**config.mk**
```make
export PLATFORM = sky130hd
export DESIGN_NAME = dmem_arbiter
export DESIGN_NICKNAME = d
export VERILOG_FILES = /design/src/rtl/dmem_arbiter.sv
export SDC_FILE = /design/constraint.sdc
export NUM_CORES = 1
export LEC_CHECK = 0
export BUFFER_PORTS_ARGS = -buffer_cell sky130_fd_sc_hd__buf_2
export CAP_MARGIN = 20
export CORE_AREA = 10 10 157 159
export CTS_BUF_LIST = sky130_fd_sc_hd__clkbuf_2 sky130_fd_sc_hd__clkbuf_4 sky130_fd_sc_hd__clkbuf_8
export CTS_CLUSTER_DIAMETER = 40
export CTS_CLUSTER_SIZE = 20
export DETAILED_ROUTE_END_ITERATION = 10
export DIE_AREA = 0 0 167 169
export GPL_ROUTABILITY_DRIVEN = 0
export MAX_ROUTING_LAYER = met4
export PLACE_DENSITY = 0.39
export SLEW_MARGIN = 20
export SYNTH_ARGS = -nofsm -noshare
export SYNTH_HDL_FRONTEND = slang
export SYNTH_SLANG_ARGS = --single-unit
```
**constraint.sdc**
```tcl
create_clock -name clk -period 4.2 [get_ports clk]
set_input_delay 0.84 -clock clk [delete_from_list [all_inputs] [get_ports clk]]
set_output_delay 0.84 -clock clk [all_outputs]
set_load 0.05 [all_outputs]
```
**src/rtl/dmem_arbiter.sv**
```systemverilog
// Arbiter sharing the single-ported data memory between the CPU load/store path
// and the debug/loader port. Round-robin arbitration, debug lock with a CPU yield slot.
module dmem_arbiter #(
    parameter int ADDR_W   = 10,
    parameter int DATA_W   = 64,
    parameter int MAX_LOCK = 16
) (
    input  logic              clk,
    input  logic              reset,
    input  logic              c_req,
    input  logic              c_we,
    input  logic [ADDR_W-1:0] c_addr,
    input  logic [DATA_W-1:0] c_wdata,
    output logic              c_gnt,
    output logic              c_rvalid,
    output logic [DATA_W-1:0] c_rdata,
    output logic              cpu_stall,
    input  logic              d_req,
    input  logic              d_we,
    input  logic              d_lock,
    input  logic [ADDR_W-1:0] d_addr,
    input  logic [DATA_W-1:0] d_wdata,
    output logic              d_gnt,
    output logic              d_rvalid,
    output logic [DATA_W-1:0] d_rdata,
    output logic              m_en,
    output logic              m_we,
    output logic [ADDR_W-1:0] m_addr,
    output logic [DATA_W-1:0] m_wdata,
    input  logic [DATA_W-1:0] m_rdata
);

    localparam int CW = (MAX_LOCK > 1) ? $clog2(MAX_LOCK) : 1;
    localparam logic [CW-1:0] CNT_MAX = CW'(MAX_LOCK - 1);

    localparam logic [1:0] ARB    = 2'd0;
    localparam logic [1:0] LOCKED = 2'd1;
    localparam logic [1:0] YIELD  = 2'd2;

    logic [1:0]    state;
    logic          last_owner;
    logic [CW-1:0] lock_cnt;
    logic          rd_pending_c;
    logic          rd_pending_d;

    // Grants are gated by reset so every output is quiet while reset is held low.
    always_comb begin
        c_gnt = 1'b0;
        d_gnt = 1'b0;
        if (reset) begin
            case (state)
                ARB: begin
                    if (c_req && d_req) begin
                        c_gnt = last_owner;
                        d_gnt = ~last_owner;
                    end else begin
                        c_gnt = c_req;
                        d_gnt = d_req;
                    end
                end
                LOCKED:  d_gnt = d_req;
                YIELD:   c_gnt = c_req;
                default: ;
            endcase
        end
    end

    always_comb begin
        m_en    = c_gnt | d_gnt;
        m_we    = 1'b0;
        m_addr  = '0;
        m_wdata = '0;
        if (c_gnt) begin
            m_we    = c_we;
            m_addr  = c_addr;
            m_wdata = c_wdata;
        end else if (d_gnt) begin
            m_we    = d_we;
            m_addr  = d_addr;
            m_wdata = d_wdata;
        end
    end

    assign cpu_stall = reset & c_req & ~c_gnt;
    assign c_rvalid  = rd_pending_c;
    assign d_rvalid  = rd_pending_d;
    assign c_rdata   = m_rdata;
    assign d_rdata   = m_rdata;

    always_ff @(posedge clk or negedge reset) begin
        if (!reset) begin
            state        <= ARB;
            last_owner   <= 1'b1;
            lock_cnt     <= '0;
            rd_pending_c <= 1'b0;
            rd_pending_d <= 1'b0;
        end else begin
            rd_pending_c <= c_gnt & ~c_we;
            rd_pending_d <= d_gnt & ~d_we;
            if (c_gnt) begin
                last_owner <= 1'b0;
            end else if (d_gnt) begin
                last_owner <= 1'b1;
            end
            case (state)
                ARB: begin
                    if (d_gnt && d_lock) begin
                        state    <= LOCKED;
                        lock_cnt <= '0;
                    end
                end
                LOCKED: begin
                    // Releasing the lock hands the next conflict to the CPU.
                    if (!d_lock) begin
                        state      <= ARB;
                        last_owner <= 1'b1;
                    end else if (lock_cnt == CNT_MAX && c_req) begin
                        state <= YIELD;
                    end else if (lock_cnt != CNT_MAX) begin
                        lock_cnt <= lock_cnt + CW'(1);
                    end
                end
                YIELD: begin
                    lock_cnt <= '0;
                    state    <= d_lock ? LOCKED : ARB;
                end
                default: state <= ARB;
            endcase
        end
    end

endmodule

```
==> metrics, run 1 <==
Synth Area in Compound Gates 33.0%; post-synth top area share 43.4%; die height 169 µm; fin worst setup slack about 860 ps; largest net degree at the start of global routing 67; Synth top cells by count buf_4, a22o_1, buf_2; I/O pins 428; 1st-iter DRT viols roughly 130; clk sinks 9; Distinct cells, synth 36; root buf cell clkbuf_8; Max Clk Rate ~300 MHz; post-CTS setup buffers 0; Clock Skews 6.20 ps; synthesis warning total 0; Hold Vio Cnt, Final 0; Post-CTS Hold Fix Bufs 0; Most used DFF post-synth dfrtp_1; Adder-Cell Fraction of Synth Area 0.556%; synthesized cell area around 2300 µm²; hpwl dp 11100 µm; dpl cell area 2810 µm²; number of port buffers roughly 240; Initial Util approximately a tenth; top-count cell post-synth buf_4; Clock Path Buffers 2; RSZ-0062 raised after global routing no; XOR/XNOR Fraction of Synth Area 0%; Startpoint Class input pin; #FFs+latches synth 9; Worst VDD drop roughly 0.000083 V; Routed WL per cell 19.2 µm; Setup Crit Path Kind input pin to output port; max-cap violations 0; crit-path max FO 39; fill count around 2500; TNS Setup 0 ps; power per standard cell area around 280 nW/µm²; critical path arrival 2500 ps; TritonRoute pass-1 iters 4; first-pass GRT wire length 17300 µm; synthesized area per cell between 8 and 9 µm²; CTS tree yes; Core Area 21600 µm²; worst hold path class input pin to async pin; initial antenna violation count 1; Synth area leader buf_4; DR vias 2293; final count of pins violating max slew 0; Reg clk slew, reported paths 50 ps; vias in the first global route 2586; Register Area 226 µm²; Rows 54; syn_nets about 490; Place WS 835 ps; P&R area growth vs syn 27.0%; largest family of logic cells by synthesized area buffers and inverters; NumNets Final 595; Die Wd approximately 170 µm; Final Setup Violations 0; status completed; Slew HR 63.9%; Worst Path Required between 3000 and 4000 ps; register area share after synthesis around a tenth; largest cells by area after synthesis buf_4, a22o_1, dfrtp_1; simple-gate area share of the yosys netlist 7.78%; layout cell share with drive strength beyond 1 67.1%; EDFF count, synth 0; mux share of post-synthesis cell area 0.445%; asr flop ratio synth 100%; Skew-Pair Late Insertion Delay between 200 and 250 ps; multi-input combinational cell area about 950 µm²; fin area ~2900 µm²; Slew @ Worst Pin 541 ps; Crit. End Element output port; Via density about 3.5; Num CTS Buffers 3; P_leak 1.58 nW; Routed Antenna Nets 0; post-CTS sizing 0; Remaining Overflow, GRT 0; CTS H-tree lvls 1; Post-route DRC 0; Tot GR Track Use 8.10%; Final Cycle Share between 70% and 80%; min Tclk post-route between 3000 and 4000 ps; die area ~28000 µm²; final wirelength 12600 µm; Synth Instances 273
[report_power, final]
part	internal, mW	switching, mW	total (mW)
Combinational	0.177	0.385	0.563
Clock	0.0730	0.0392	0.112
Sequential	0.107	0.0217	0.128
[cells in the final DEF (no fill, tap or decap), drive strengths merged, types with 2 or more instances in the layout]
cell,n
buf,242
a22o,75
dfrtp,8
inv,4
clkbuf,4
nor2b,3
nor2,3
o21ai,3
nand2,2
nor4,2
o32ai,2
nand3b,2
nand4b,2
nand3,2
nor3b,2
a21boi,2
[path summary, 6_finish.rpt]
| path | from | to | slack [ps] | cells past startpoint |
|---|---|---|---|---|
| min reg2reg | last_owner$_DFF_PN1_ | last_owner$_DFF_PN1_ | 580 | 2 |
| min | reset | lock_cnt[0]$_DFFE_PN0P_ | 540 | 2 |
| max in group asynchronous | reset | last_owner$_DFF_PN1_ | 3430 | 2 |
| max reg2reg | state[1]$_DFFE_PN0P_ | d_rvalid$_DFF_PN0_ | 2620 | 3 |
| max | d_req | m_wdata[23] | 860 | 6 |
| min in group clk | last_owner$_DFF_PN1_ | last_owner$_DFF_PN1_ | 580 | 2 |
[area by class of cell]
| cell class | count | share of cell area (%) |
|---|---|---|
| antenna | 1 | 0.0876 |
| clock buffer | 4 | 1.71 |
| inverter | 4 | 0.525 |
| multi-input combinational | 115 | 33.2 |
| sequential | 9 | 7.92 |
| tap | 280 | 12.3 |
| timing repair buffer | 242 | 44.3 |
[state kept, by name, summed over array words and instances, names as in the netlist]
| name | count |
|---|---|
| last_owner | 1 |
| c_rvalid | 1 |
| d_rvalid | 1 |
| lock_cnt | 4 |
| state | 2 |
[metal layers]
layer,up-vias,part of all wire [%],global-route usage [%]
li1,1066,-,-
met1,1042,38,9.18
met3,44,7.9,1.78
met5,-,0,-
met4,0,3.2,3.47
met2,141,51,13.5
[critical path, stage by stage]
cell and delay, ps:
buf_2 100, and3b_1 220, a21boi_4 500, buf_12 280, a22o_1 240, buf_2 290
[kinds of logic after synthesis]
family / count (synthesis)
AO/OA/AOI/OAI: 87
adder cells (fa/ha/maj): 1
buffers and inverters: 149
flip-flops: 9
multiplexers: 1
AND/OR/NAND/NOR: 26
[per-stage QoR]
stage          instances  hold WS [ps]  utilization, %  total power, mW
4_1_cts              654           543            13.2            0.816
5_1_grt              655           544            13.3            0.850
3_5_place_dp         650           577            13.0            0.700
6_report             655           537            13.3            0.803
2_1_floorplan        273           526               -            0.835
3_3_place_gp         650           570            13.0            0.705
Power figures use the tool's default switching activity.
==> run 2, diff against run 1 <==
Settings changed: ABC_AREA set to 1, CORE_AREA 10 10 157 159 to 10 10 156 158, DIE_AREA 0 0 167 169 to 0 0 166 168, PLACE_DENSITY 0.39 to 0.4.
Clock period 4.2 ns to 3.4 ns, I/O delays scaled along.
==> run 2 against run 1 <==
  * Routed wire length fell by 11%
  * Global-route usage decreased by 0.60 points
  * Final cell count increased by 25%
  * Synthesized area increased by 7.5%
  * Synthesized cell count increased by 61%
  * Worst hold slack worse by 250 ps
  * Combinational power increased by 88%
  * Register-to-register slack got worse by 660 ps
  * Highest routed layer unchanged
==> metrics, run 2 <==
Post-CTS Hold Fix Bufs 0 (unchanged); TritonRoute pass-1 iters 4 (unchanged); syn_nets 660 (+34%); min Tclk post-route 2900 ps; Startpoint Class input pin; Routed Antenna Nets 0 (unchanged); Distinct cells, synth 18 (-50%); post-CTS setup buffers 0 (unchanged); most common cell after layout, fill and taps aside nand2_1; NumNets Final 759 (+28%); Clock Skews 1.56 ps (-4.64 ps); P_leak 1.96 nW (+24%); final count of pins violating max slew 0 (unchanged); #FFs+latches synth 9 (unchanged); P&R area growth vs syn 22.6%; Tot GR Track Use 7.50% (-0.60 points); Final Setup Violations 0 (unchanged); Inst Count DP 814 (+25%); Most flops, register lock_cnt; Remaining Overflow, GRT 0 (unchanged); final wirelength 11200 µm (-11%); max reg flops 4 (unchanged); TNS Setup 0 ps (unchanged); power per standard cell area 458 nW/µm² (+63%); post-synth top area share 41.3% (-2.1 points); cell repeated most along the worst path nand2_1; number of port buffers 235 (unchanged); Via density 3.37 (-3.9%); Post-route DRC 0 (unchanged); clk sinks 9 (unchanged); synthesis warning total 0 (unchanged); Clock Path Buffers 2 (unchanged); Post-Route Hold Slack 292 ps (-245 ps); initial antenna violation count 1 (unchanged); peak per-stage delay on the critical path 360 ps (-140 ps); critical path arrival 2220 ps (-280 ps); CP Capture Point m_wdata[9]; Setup Crit Path Kind input pin to output port; Final Cycle Share approximately 85%; Most used DFF post-synth dfrtp_1; Skew-Pair Late Insertion Delay 240 ps (about the same); synthesized cell area 2420 µm² (+7.5%); post-CTS sizing 0 (unchanged); Reg2Reg Depth 7 (+4); max-cap violations 0 (unchanged); Rows 54 (unchanged); Routed WL per cell 13.7 µm (-29%); vias in the first global route 2989 (+16%); Final Non-Filler Cells 819 (+25%); Worst R2R Setup Slack 1960 ps (-660 ps); crit-path max FO 39 (unchanged); Place WS 469 ps (-366 ps); EDFF count, synth 0 (unchanged); Slew @ Worst Pin 415 ps (-125 ps); I/O pins 428 (unchanged); Core Area 21400 µm² (-0.63%); Num CTS Buffers 3 (unchanged); worst setup path start reset; Core Util, Final 13.9% (+0.59 points); fin worst setup slack 504 ps (-361 ps); most frequent cells in the layout nand2_1, buf_2, nor2_1; Synth top cells by count nand2_1, buf_4, nor2_1; top-count cell post-synth nand2_1; CTS tree yes; Initial Util 11.3% (+0.85 points); status completed; first-pass GRT wire length 16800 µm (-3.2%); CP max-delay cell buf_4; 1st-iter DRT viols 77 (-41%); Worst Path Required 2720 ps (-640 ps); worst hold path class input pin to async pin; largest cells by area after synthesis buf_4, nand2_1, dfrtp_1; Worst VDD drop 0.000169 V (+100%); die height 168 µm (-0.59%); crit-path cells buf_2 > inv_1 > nor2_2 > nand2_1 > inv_2 > buf_4 > nand2_1 > nand2_1 > buf_2; RR Endpoint lock_cnt[0]$_DFFE_PN0P_; root buf cell clkbuf_8; synthesized area per cell 5.50 µm² (-33%); Synth Instances 440 (+61%); Slew HR 72.3% (+8.5 points); Die Wd 166 µm (-0.60%); register area share after synthesis 9.36% (-0.70 points); Reg clk slew, reported paths 40 ps (about the same); Max Clk Rate 345 MHz; largest net degree at the start of global routing 78 (+16%); top flop regs lock_cnt x4, state x2; Crit. End Element output port; RSZ-0062 raised after global routing no; hpwl dp 9680 µm (-13%); asr flop ratio synth 100% (unchanged); die area 27900 µm² (-1.2%); DR vias 2756 (+20%); r2r startpoint lock_cnt[0]$_DFFE_PN0P_; layout cell share with drive strength beyond 1 46.3% (-21 points); CTS H-tree lvls 1 (unchanged); Synth area leader buf_4; Hold Vio Cnt, Final 0 (unchanged)
[run 2: cell types whose count changed in the layout (fill, tap and decap cells not counted), sizes merged, moves of 2 or more]
cell,previous run,this run
nor2b,3,0
nand3,2,7
nand4b,2,0
nor2,3,12
nor4,2,0
buf,242,238
a21boi,2,0
nand3b,2,0
nand2,2,248
a22o,75,0
o32ai,2,0
inv,4,10
[run 2: worst min path at each step]
stage                                    endpoint  depth (start not counted)                     from
after floorplan                c_rvalid$_DFF_PN0_                          0                    reset
after global placement    lock_cnt[1]$_DFFE_PN0P_                          2  lock_cnt[1]$_DFFE_PN0P_
after detailed placement  lock_cnt[1]$_DFFE_PN0P_                          2  lock_cnt[1]$_DFFE_PN0P_
after CTS                    state[0]$_DFFE_PN0P_                          1                    reset
after global routing         state[0]$_DFFE_PN0P_                          1                    reset
final                     lock_cnt[3]$_DFFE_PN0P_                          1                    reset
[run 2: per-layer routing]
layer	vias up	track usage (%)	wire length [µm]
li1	1385	-	-
met1	1103	7.22	4050
met2	223	11.8	4990
met3	45	4.35	1610
met4	0	3.93	537
met5	-	-	0
[run 2: area by class of cell]
class	instances	area (µm²)
diodes	1	2.50
clock buffers	4	48.8
fillers	2541	18500
inverters	10	37.5
multi-input cells	277	1080
flip-flops and latches	9	226
well taps	280	350
repair buffers	238	1220
[run 2: cells by family after synthesis]
group	share of synthesized area (%)
DFF	9.36
and+or+nand+nor	43.0
buffers and inverters	46.1
AOI/OAI and AO/OA	1.03
adders and majority gates	0.517
[run 2: where the power goes]
part	switching (mW)	internal, mW	total (mW)
sequential	0.0257	0.135	0.160
clock	0.0441	0.0898	0.134
combinational	0.811	0.254	1.06
total	0.881	0.478	1.36
[run 2: stage by stage]
step           power [mW]  instance area [µm²]
6_report             1.36                 2970
5_1_grt              1.46                 2970
4_1_cts              1.38                 2960
3_5_place_dp         1.24                 2920
3_3_place_gp         1.24                 2920
2_1_floorplan        1.35                 2420
[run 2: critical path: cells and delay by family]
kind          cells  cell delay [ps]
buf+inv           5             1030
simple gates      4              460
